$ cat src/rtl/afifo_mon_pkg.sv
// Shared types for the FIFO write-side protocol monitor.
package afifo_mon_pkg;

  typedef enum logic [1:0] {
    ERR_NONE           = 2'd0,
    ERR_WR_WHEN_FULL   = 2'd1,
    ERR_PREMATURE_FULL = 2'd2,
    ERR_FULL_TIMEOUT   = 2'd3
  } err_code_e;

  typedef enum logic [1:0] {
    ST_IDLE     = 2'd0,
    ST_ARMED    = 2'd1,
    ST_CAPTURED = 2'd2
  } mon_state_e;

  // Per-channel error vector: bit k set means error code k+1 fired this cycle.
  typedef logic [2:0] err_vec_t;

  // Highest-priority code present in a channel's error vector (3 > 2 > 1).
  function automatic err_code_e vec_to_code(input err_vec_t v);
    if (v[2])      return ERR_FULL_TIMEOUT;
    else if (v[1]) return ERR_PREMATURE_FULL;
    else if (v[0]) return ERR_WR_WHEN_FULL;
    else           return ERR_NONE;
  endfunction

endpackage

$ cat src/rtl/afifo_wr_monitor_if.sv
// FIFO write-port bundle observed by the monitor (one bit per channel).
interface afifo_wr_monitor_if #(
  parameter int NUM_CH = 4
);
  logic [NUM_CH-1:0] winc;
  logic [NUM_CH-1:0] wfull;

  // FIFO side drives the write request and full flag.
  modport master (output winc, output wfull);
  // Monitor side only observes.
  modport slave  (input winc, input wfull);
endinterface

$ cat src/rtl/afifo_wr_mon_chan.sv
// Per-channel write tracking: accepted-write count, full-run length and
// the raw (unmasked) error vector for one FIFO channel.
module afifo_wr_mon_chan
  import afifo_mon_pkg::*;
#(
  parameter int DEPTH        = 16,
  parameter int FULL_TIMEOUT = 64
) (
  input  logic     clk,
  input  logic     rst_n,
  input  logic     winc,
  input  logic     wfull,
  output err_vec_t err_vec
);
  localparam int WC_W = $clog2(DEPTH + 1);
  localparam int FC_W = $clog2(FULL_TIMEOUT + 1);

  logic [WC_W-1:0] wr_cnt_reg;
  logic [FC_W-1:0] full_cnt_reg;
  logic            wfull_q_reg;

  // Accepted writes saturate at DEPTH; only reset clears them so a FIFO
  // that has been filled once stays "legally fillable".
  always_ff @(posedge clk or negedge rst_n) begin
    if (!rst_n) begin
      wr_cnt_reg <= '0;
    end else if (winc && !wfull && (wr_cnt_reg != WC_W'(DEPTH))) begin
      wr_cnt_reg <= wr_cnt_reg + 1'b1;
    end
  end

  // Consecutive-full counter holds at the timeout so it fires once per episode.
  always_ff @(posedge clk or negedge rst_n) begin
    if (!rst_n) begin
      full_cnt_reg <= '0;
      wfull_q_reg  <= 1'b0;
    end else begin
      wfull_q_reg <= wfull;
      if (!wfull) begin
        full_cnt_reg <= '0;
      end else if (full_cnt_reg != FC_W'(FULL_TIMEOUT)) begin
        full_cnt_reg <= full_cnt_reg + 1'b1;
      end
    end
  end

  // Raw error conditions; the top decides whether they are being checked.
  always_comb begin
    err_vec    = '0;
    err_vec[0] = winc && wfull;
    err_vec[1] = wfull && !wfull_q_reg && (wr_cnt_reg < WC_W'(DEPTH));
    err_vec[2] = wfull && (full_cnt_reg == FC_W'(FULL_TIMEOUT - 1));
  end

endmodule

$ cat src/rtl/afifo_wr_monitor.sv
// Write-domain FIFO protocol monitor: per-channel checks, priority report,
// sticky status, saturating error count and first-error capture.
module afifo_wr_monitor
  import afifo_mon_pkg::*;
#(
  parameter int NUM_CH       = 4,
  parameter int DEPTH        = 16,
  parameter int FULL_TIMEOUT = 64,
  parameter int CNT_W        = 16,
  parameter int TS_W         = 32,
  localparam int CH_W        = (NUM_CH > 1) ? $clog2(NUM_CH) : 1
) (
  input  logic                  wclk,
  input  logic                  wrst_n,
  input  logic                  enable,
  input  logic                  clr,
  afifo_wr_monitor_if.slave     fifo,
  output logic                  err_valid,
  output logic [1:0]            err_code,
  output logic [CH_W-1:0]       err_chan,
  output logic [3*NUM_CH-1:0]   err_sticky,
  output logic [CNT_W-1:0]      err_count,
  output logic [1:0]            first_code,
  output logic [CH_W-1:0]       first_chan,
  output logic [TS_W-1:0]       first_ts,
  output logic [1:0]            mon_state
);
  localparam int SW = CNT_W + 8;
  localparam logic [CNT_W-1:0] CNT_MAX = '1;

  mon_state_e          state_reg, state_next;
  logic [TS_W-1:0]     ts_reg;
  logic [3*NUM_CH-1:0] raw_err;
  logic [3*NUM_CH-1:0] masked_err;
  logic [7:0]          pop;
  logic                win_any;
  err_code_e           win_code;
  logic [CH_W-1:0]     win_chan;
  logic [SW-1:0]       cnt_sum;
  logic [CNT_W-1:0]    cnt_next;

  genvar gi;
  generate
    for (gi = 0; gi < NUM_CH; gi++) begin : g_chan
      afifo_wr_mon_chan #(
        .DEPTH       (DEPTH),
        .FULL_TIMEOUT(FULL_TIMEOUT)
      ) u_chan (
        .clk    (wclk),
        .rst_n  (wrst_n),
        .winc   (fifo.winc[gi]),
        .wfull  (fifo.wfull[gi]),
        .err_vec(raw_err[3*gi +: 3])
      );
    end
  endgenerate

  // Mask, winner select (lowest channel wins), popcount and saturating sum.
  always_comb begin
    masked_err = (state_reg != ST_IDLE) ? raw_err : '0;
    pop        = '0;
    win_any    = 1'b0;
    win_code   = ERR_NONE;
    win_chan   = '0;
    for (int k = 0; k < 3*NUM_CH; k++) begin
      pop = pop + 8'(masked_err[k]);
    end
    for (int i = NUM_CH-1; i >= 0; i--) begin
      if (|masked_err[3*i +: 3]) begin
        win_any  = 1'b1;
        win_code = vec_to_code(masked_err[3*i +: 3]);
        win_chan = CH_W'(i);
      end
    end
    cnt_sum  = SW'(err_count) + SW'(pop);
    cnt_next = (cnt_sum[SW-1:CNT_W] != '0) ? CNT_MAX : cnt_sum[CNT_W-1:0];
  end

  // Next-state: disable forces IDLE, clr re-arms, first error captures.
  always_comb begin
    state_next = state_reg;
    if (!enable) begin
      state_next = ST_IDLE;
    end else if (clr) begin
      state_next = ST_ARMED;
    end else begin
      case (state_reg)
        ST_IDLE:     state_next = ST_ARMED;
        ST_ARMED:    if (win_any) state_next = ST_CAPTURED;
        ST_CAPTURED: state_next = ST_CAPTURED;
        default:     state_next = ST_IDLE;
      endcase
    end
  end

  // State register and free-running timestamp.
  always_ff @(posedge wclk or negedge wrst_n) begin
    if (!wrst_n) begin
      state_reg <= ST_IDLE;
      ts_reg    <= '0;
    end else begin
      state_reg <= state_next;
      ts_reg    <= ts_reg + 1'b1;
    end
  end

  // Error report, sticky/count status and first-error capture; clr wins.
  always_ff @(posedge wclk or negedge wrst_n) begin
    if (!wrst_n) begin
      err_valid  <= 1'b0;
      err_code   <= '0;
      err_chan   <= '0;
      err_sticky <= '0;
      err_count  <= '0;
      first_code <= '0;
      first_chan <= '0;
      first_ts   <= '0;
    end else if (clr) begin
      err_valid  <= 1'b0;
      err_sticky <= '0;
      err_count  <= '0;
      first_code <= '0;
      first_chan <= '0;
      first_ts   <= '0;
    end else begin
      err_valid <= win_any;
      if (win_any) begin
        err_code   <= win_code;
        err_chan   <= win_chan;
        err_sticky <= err_sticky | masked_err;
        err_count  <= cnt_next;
        if (state_reg == ST_ARMED) begin
          first_code <= win_code;
          first_chan <= win_chan;
          first_ts   <= ts_reg;
        end
      end
    end
  end

  assign mon_state = state_reg;

endmodule

$ cat src/flat_wrapper.sv
// flat-port wrapper written by rule: the top's interface ports become plain ports
module afifo_wr_monitor_flat import afifo_mon_pkg::*;
#(
  parameter int NUM_CH       = 4,
  parameter int DEPTH        = 16,
  parameter int FULL_TIMEOUT = 64,
  parameter int CNT_W        = 16,
  parameter int TS_W         = 32,
  localparam int CH_W        = (NUM_CH > 1) ? $clog2(NUM_CH) : 1
)
  (wclk, wrst_n, enable, clr, err_valid, err_code, err_chan, err_sticky, err_count, first_code, first_chan, first_ts, mon_state, fifo_winc, fifo_wfull);
  afifo_wr_monitor_if #(.NUM_CH(NUM_CH)) fifo_i ();
  input  logic wclk;
  input  logic wrst_n;
  input  logic enable;
  input  logic clr;
  output logic err_valid;
  output logic [1:0] err_code;
  output logic [CH_W-1:0] err_chan;
  output logic [3*NUM_CH-1:0] err_sticky;
  output logic [CNT_W-1:0] err_count;
  output logic [1:0] first_code;
  output logic [CH_W-1:0] first_chan;
  output logic [TS_W-1:0] first_ts;
  output logic [1:0] mon_state;
  input wire logic [$bits(fifo_i.winc)-1:0] fifo_winc;
  input wire logic [$bits(fifo_i.wfull)-1:0] fifo_wfull;
  assign fifo_i.winc = fifo_winc;
  assign fifo_i.wfull = fifo_wfull;
  afifo_wr_monitor #(.NUM_CH(NUM_CH), .DEPTH(DEPTH), .FULL_TIMEOUT(FULL_TIMEOUT), .CNT_W(CNT_W), .TS_W(TS_W)) u_core (.wclk(wclk), .wrst_n(wrst_n), .enable(enable), .clr(clr), .fifo(fifo_i), .err_valid(err_valid), .err_code(err_code), .err_chan(err_chan), .err_sticky(err_sticky), .err_count(err_count), .first_code(first_code), .first_chan(first_chan), .first_ts(first_ts), .mon_state(mon_state));
endmodule
$ cat config.mk
export PLATFORM = sky130hd
export DESIGN_NAME = afifo_wr_monitor_flat
export DESIGN_NICKNAME = d
export VERILOG_FILES = /design/src/rtl/afifo_mon_pkg.sv /design/src/rtl/afifo_wr_monitor_if.sv /design/src/rtl/afifo_wr_mon_chan.sv /design/src/rtl/afifo_wr_monitor.sv /design/src/flat_wrapper.sv
export SDC_FILE = /design/constraint.sdc
export NUM_CORES = 1
export LEC_CHECK = 0
export BUFFER_PORTS_ARGS = -buffer_cell sky130_fd_sc_hd__buf_2
export CAP_MARGIN = 20
export CORE_AREA = 2 2 113 115
export CTS_CLUSTER_DIAMETER = 30
export CTS_CLUSTER_SIZE = 30
export DETAILED_ROUTE_END_ITERATION = 10
export DIE_AREA = 0 0 115 117
export PLACE_DENSITY = 0.83
export RECOVER_POWER = 25
export SLEW_MARGIN = 15
export SYNTH_ARGS = -nofsm -noshare
export SYNTH_HDL_FRONTEND = slang
export SYNTH_HIERARCHICAL = 1
export SYNTH_SLANG_ARGS = --single-unit
$ cat constraint.sdc
create_clock -name wclk -period 16.4 [get_ports wclk]
set_input_delay 1.64 -clock wclk [delete_from_list [all_inputs] [get_ports wclk]]
set_output_delay 1.64 -clock wclk [all_outputs]
set_load 0.005 [all_outputs]
---- After elaboration in Yosys (flattened, before gate mapping) ----
Cells that the tools add are included.
storage, ports and cells
  flip-flop bits (word level) ............. 155
  bits of input ports ..................... 12
  output and inout bits ................... 71
  logic and storage cells ................. 163
operators by class
  add/subtract/negate cells ............... 21
  order comparisons ....................... 4
  eq/ne operators ......................... 19
  multiplexer cells ....................... 52
  bitwise gates (word level) .............. 2
  reduce and logical (&&, ||, !) cells .... 43
operators with widths
  operator                                                                  number
  32-bit two-way mux                                                        3
  8-bit by 1-bit adder with 8-bit output                                    10
  7-bit two-way mux                                                         8
  2-bit two-way mux                                                         25
  16-bit two-way mux                                                        3
  12-bit two-way mux                                                        3
  32-bit by 1-bit adder with 32-bit output (second input constant)          1
  7-bit by 1-bit adder with 7-bit output (second input constant)            4
  7-bit by 6-bit == test with 1-bit output (second input constant)          4
  7-bit inequality test (second input constant)                             4
  1-bit logical AND                                                         24
  5-bit by 1-bit adder with 5-bit output (second input constant)            4
  5-bit < comparator (second input constant)                                4
  5-bit inequality test (second input constant)                             4
  16-bit by 8-bit adder with 17-bit output                                  1
  12-bit bitwise OR                                                         1
  3-bit OR reduction                                                        4
  1-bit two-way mux                                                         9
  1-bit zero test                                                           8
  2-bit by 1-bit inequality test with 1-bit output (second input constant)  4
  8-bit nonzero test                                                        1
  2-bit case mux with 3 select lines                                        1
  2-bit nonzero test                                                        3
  4-bit by 3-bit inequality test with 1-bit output (second input constant)  1
  6 further kinds                                                           7

---- Longest topological paths before layout ----
  depth in word-level cells ............... 20
  gate-level depth with buffers ........... 18
  mapped depth without buffers ............ 17

---- Hierarchy ----
The synthesis kept the hierarchy.
modules (own cells, without submodules)
  module                                           times used  cells an instance  area each (µm²)  seq. area each (µm²)
  afifo_wr_monitor                                 1           440                4818.4           2577.5
  afifo_wr_mon_chan (u_core.g_chan[1].u_chan ...)  3           61                 671.9            325.3
  afifo_wr_mon_chan (u_core.g_chan[0].u_chan)      1           63                 691.9            325.3

---- Least setup slack after synthesis ----
No wires, ideal clock.
  path type ............................... input-to-reg
  start point ............................. in fifo_wfull[2]
  end point ............................... reg u_core.err_count[11]
  setup time .............................. 0.138 ns
  arrival time ............................ 5.888 ns
  required time ........................... 16.262 ns
  setup slack ............................. 10.373 ns
  stages on the path ...................... 16
  path buffers ............................ 1
  cell sequence ........................... nor4b_1 > nor2b_1 > fa_1 > inv_1 > fa_1 > fa_1 > fa_1 > fa_1 > inv_1 > fa_1 > a21oi_1 > o2bb2ai_1 > and4_1 > buf_2 > a41oi_1 > o32ai_1
between the ends
  word-level cells in the longest chain between the ends .. 13
  elaborated cells on any way between the ends .. 21
  classes of those cells .................. add/sub: 7; mux: 7; reduce/logical: 7
ends and longest elaborated chain
  what                                                                                 RTL line                                          source
  start, declared                                                                      flat_wrapper.sv:27                                input wire logic [$bits(fifo_i.wfull)-1:0] fifo_wfull;
  1-bit logical AND (on tied branches)                                                 afifo_wr_mon_chan.sv:50, afifo_wr_mon_chan.sv:51
  12-bit two-way mux (*)                                                               afifo_wr_monitor.sv:60                            masked_err = (state_reg != ST_IDLE) ? raw_err : '0;
  8-bit by 1-bit adder with 8-bit output / 12-bit two-way mux (equally long branches)  afifo_wr_monitor.sv:66, afifo_wr_monitor.sv:60
  8-bit by 1-bit adder with 8-bit output (5 in series)                                 afifo_wr_monitor.sv:66                            pop = pop + 8'(masked_err[k]);
  16-bit by 8-bit adder with 17-bit output                                             afifo_wr_monitor.sv:75                            cnt_sum = SW'(err_count) + SW'(pop);
  8-bit nonzero test                                                                   afifo_wr_monitor.sv:76                            cnt_next = (cnt_sum[SW-1:CNT_W] != '0) ? CNT_MAX : cnt_sum[CNT_W-1:0];
  16-bit two-way mux                                                                   afifo_wr_monitor.sv:76
  16-bit two-way mux                                                                   afifo_wr_monitor.sv:127                           if (win_any) begin
  16-bit two-way mux                                                                   afifo_wr_monitor.sv:118                           end else if (clr) begin
  end signal, assigned                                                                 afifo_wr_monitor.sv:131                           err_count <= cnt_next;
  end, declared                                                                        afifo_wr_monitor.sv:22                            output logic [CNT_W-1:0] err_count,
Every way passes the cells marked *; elsewhere a longest branch is shown, timed or not. The select of a mux whose other input is x is not followed.
A chain may end at the register's enable or synchronous reset.

---- Worst setup path in the final report ----
  start point ............................. in fifo_wfull[1]
  end point ............................... reg u_core.err_count[5]
between the ends
  word-level cells in the longest chain between the ends .. 16
  elaborated cells on any way between the ends .. 23
  classes of those cells .................. add/sub: 10; mux: 6; reduce/logical: 7
ends and longest elaborated chain
  what                                                  RTL line                 source
  1-bit logical AND (*) (2 in series)                   afifo_wr_mon_chan.sv:51  err_vec[1] = wfull && !wfull_q_reg && (wr_cnt_reg < WC_W'(DEPTH));
  named net u_core.raw_err[4]                           afifo_wr_monitor.sv:33   logic [3*NUM_CH-1:0] raw_err;
  12-bit two-way mux (*)                                afifo_wr_monitor.sv:60
  8-bit by 1-bit adder with 8-bit output (8 in series)  afifo_wr_monitor.sv:66
  16-bit by 8-bit adder with 17-bit output              afifo_wr_monitor.sv:75
  8-bit nonzero test                                    afifo_wr_monitor.sv:76
  16-bit two-way mux                                    afifo_wr_monitor.sv:76
  16-bit two-way mux                                    afifo_wr_monitor.sv:127
  16-bit two-way mux                                    afifo_wr_monitor.sv:118
Mark *: on every way through the listed nets, which the timed path passes. The rest lies on a longest branch. The select of a mux whose other input is x is not followed.

==> key figures <==
Outcome
  • Result of the run: finished, violations left
  • Failing checks: capacitance limit, slew limit

Synthesis
  • Mapped Nets: 734
  • Top-area cell type share of the netlist area: 51.54%
  • Yosys warns: 6
  • Synthesis-stage register bit count: 155
  • Synth cell types: 60
  • Mean area per synthesized cell: 10.97 um^2
  • Ys flop type: dfrtp_1
  • Count leader, synth: dfrtp_1
  • Mapped cell area: 0.007526 mm^2
  • Cells after Synth: 686
  • Sequential area share after synthesis: 51.54%
  • Area contributors post-synth: dfrtp_1 (52%), a22o_1 (4.9%), ha_1 (4.7%)
  • Commonest cells post-synth: dfrtp_1 (155), nand2_1 (76), a22o_1 (42), inv_1 (41), xnor2_1 (40)
  • Cell taking the most area after synthesis: dfrtp_1
  • Post-synth EDFFs: 0
  • FFs w/ async S/R, synth: 100.0%

Placed design
  • Area after DPL: 0.008098 mm^2
  • Detailed placer's ending HPWL: 11.79 mm
  • I/O Buffers: 82
  • GPL Wtd Cong: 0.8578

Layout
  • P&R area growth vs syn: 15.21%
  • Diode count: 0
  • NumNets Final: 822
  • Design area: 0.008671 mm^2
  • Share of cells above drive strength 1: 16.77%
  • Fill cells: 836

Timing
  • Tcrit/Tclk final: 39.02%
  • Clk_skew: 0.009673 ns
  • RSZ-0062 raised after global routing: no
  • Period minus WS final: 6.399 ns
  • Fin. Hold Viols: 0
  • Slew @ Worst Pin: 4.343 ns
  • Slew margin rel.: -189.5%
  • Slew Limit Fails: 84
  • Final setup viols: 0
  • TNS Setup: 0 ns
  • Fmax: 0.1563 GHz

Clocking
  • Worst-path clk slew: 0.06 ns
  • Clock root buffer: clkbuf_16
  • TritonCTS Buffers: 17
  • Post-CTS setup buffers: 0
  • Clock Latency Late Sink: 0.44 ns
  • Hold_buf cts: 0
  • CTS Buffer Depth: 2
  • CTS tree: done
  • Post_cts resized: 0
  • H-tree depth: 4
  • Clk sink count: 155

Power
  • Leakage: 4.209 nW
  • P per Cell Area: 114.8 mW/mm^2
  • Max VDD drop: 0.00007885 V

Job
  • Maxcap violations: 1

Global routing
  • Pin count of the biggest net entering global routing: 84
  • Vias in the first global route: 5655
  • First-pass GRT wire length: 27.93 mm
  • Total gr overflow: 0
  • Initial antenna violation count: 0
  • GRT Util Overall: 26.80%

Detailed routing
  • Drt total wl: 17.16 mm
  • Via-to-Cell Ratio: 6.093
  • Drt first pass iters: 6
  • Final ANT Viol Nets: 0
  • Total via count in the routed design: 5709
  • # DRC: 0
  • Initial DRC count: 597
  • Wire per inst: 18.31 um

Floorplan
  • Die Width: 115 um
  • Die height: 117 um
  • Core area: 0.01231 mm^2
  • Starting density of the core: 61.13%
  • Std cell rows: 41
  • DIE AREA: 0.01346 mm^2
  • Number of I/O pins: 83

Worst setup path
  • Critical Path RT: 16.74 ns
  • Setup crit start kind: input port
  • Crit Path Max Fanout: 14
  • Crit. End Element: register
  • CP Class: in2reg
  • WP data arrival: 6.74 ns

Min path
  • Hold crit path type: reg2reg
power by group:
part	internal, W	total, W	switching (W)
logic	0.0000646	0.000146	0.0000811
clock network	0.000227	0.000397	0.000169
registers	0.000418	0.000453	0.0000351
total	0.000710	0.000995	0.000285
layout by cell type, fill, tap and decap left out, drive strengths merged, types with 5 or more instances in the layout:
cell type | Yosys | routed
a21oi | 17 | 17
a22o | 42 | 42
a31oi | 5 | 5
and2 | 13 | 13
and3 | 7 | 7
buf | 5 | 83
clkbuf | 14 | 23
clkinv | 1 | 6
dfrtp | 155 | 155
fa | 8 | 8
ha | 28 | 28
inv | 41 | 46
mux2 | 5 | 5
mux2i | 10 | 10
nand2 | 76 | 76
nand2b | 5 | 5
nand3 | 24 | 24
nand4 | 21 | 21
nor2 | 26 | 26
nor2b | 19 | 19
nor3 | 8 | 8
nor3b | 10 | 10
o21ai | 27 | 27
xnor2 | 40 | 40
xor2 | 16 | 16
metal layers:
metal,track usage (%),share of wire (%),vias to the layer above
li1,-,-,2595
met1,34.99,43,2864
met2,43.57,49,217
met3,6.385,5.7,33
met4,11.08,2.3,0
met5,0,0,-
stage by stage:
| stage | hold WS (ns) | std cells | utilization, % | total power, W | setup slack, ns |
|---|---|---|---|---|---|
| finish | 0.4964 | 937 | 70.43 | 0.0009952 | 10.00 |
| global route | 0.5126 | 937 | 70.43 | 0.001039 | 9.629 |
| CTS | 0.5003 | 936 | 70.57 | 0.0009998 | 10.27 |
| detailed placement | 0.4863 | 904 | 65.77 | 0.0006020 | 9.822 |
| global placement | 0.4817 | 903 | 65.65 | 0.0005868 | 10.02 |
| floorplan | 0.4462 | 686 | - | 0.0005470 | 10.37 |
critical path, stage by stage:
cell and delay (ns):
clkbuf_1 0.37, nor3b_1 0.53, nor2b_1 0.23, fa_1 0.44, inv_1 0.08, fa_1 0.43, fa_1 0.51, fa_1 0.43
fa_1 0.40, inv_1 0.08, fa_1 0.20, a21oi_1 0.11, o2bb2ai_1 0.33, and4_1 0.50, o21ai_0 0.17, a211oi_1 0.27
kinds of logic after synthesis:
logic type	synth area share (%)
DFF	51.54
AOI/OAI and AO/OA	12.35
xor gates and xnor gates	6.517
muxes	2.078
buffers and inverters	3.159
adders and majority gates	6.783
and+or+nand+nor	17.57
cell type report:
class	instances	area (um^2)	share of cell area (%)
sequential	155	3879	44.73
multi-input combinational	470	3402	39.24
timing repair buffer	88	454.2	5.238
clock buffer	18	429.2	4.949
tap	150	187.7	2.165
clock inverter	14	161.4	1.861
inverter	42	157.7	1.818
path summary, 6_finish.rpt:
path | startpoint | slack (ns) | cells past startpoint | to
worst max register to register | u_core/g_chan[2].u_chan/full_cnt_reg[0] | 10.87 | 18 | u_core/err_count[5]
max in group asynchronous | wrst_n | 11.03 | 2 | u_core/first_ts[27]
worst min-delay path | u_core/first_code[0] | 0.50 | 2 | u_core/first_code[0]
min in group asynchronous | wrst_n | 2.74 | 1 | u_core/g_chan[2].u_chan/full_cnt_reg[2]
worst max-delay path | fifo_wfull[1] | 10.00 | 16 | u_core/err_count[5]
worst min register to register | u_core/first_code[0] | 0.50 | 2 | u_core/first_code[0]
Note: power is estimated with default switching activity, not from simulation.
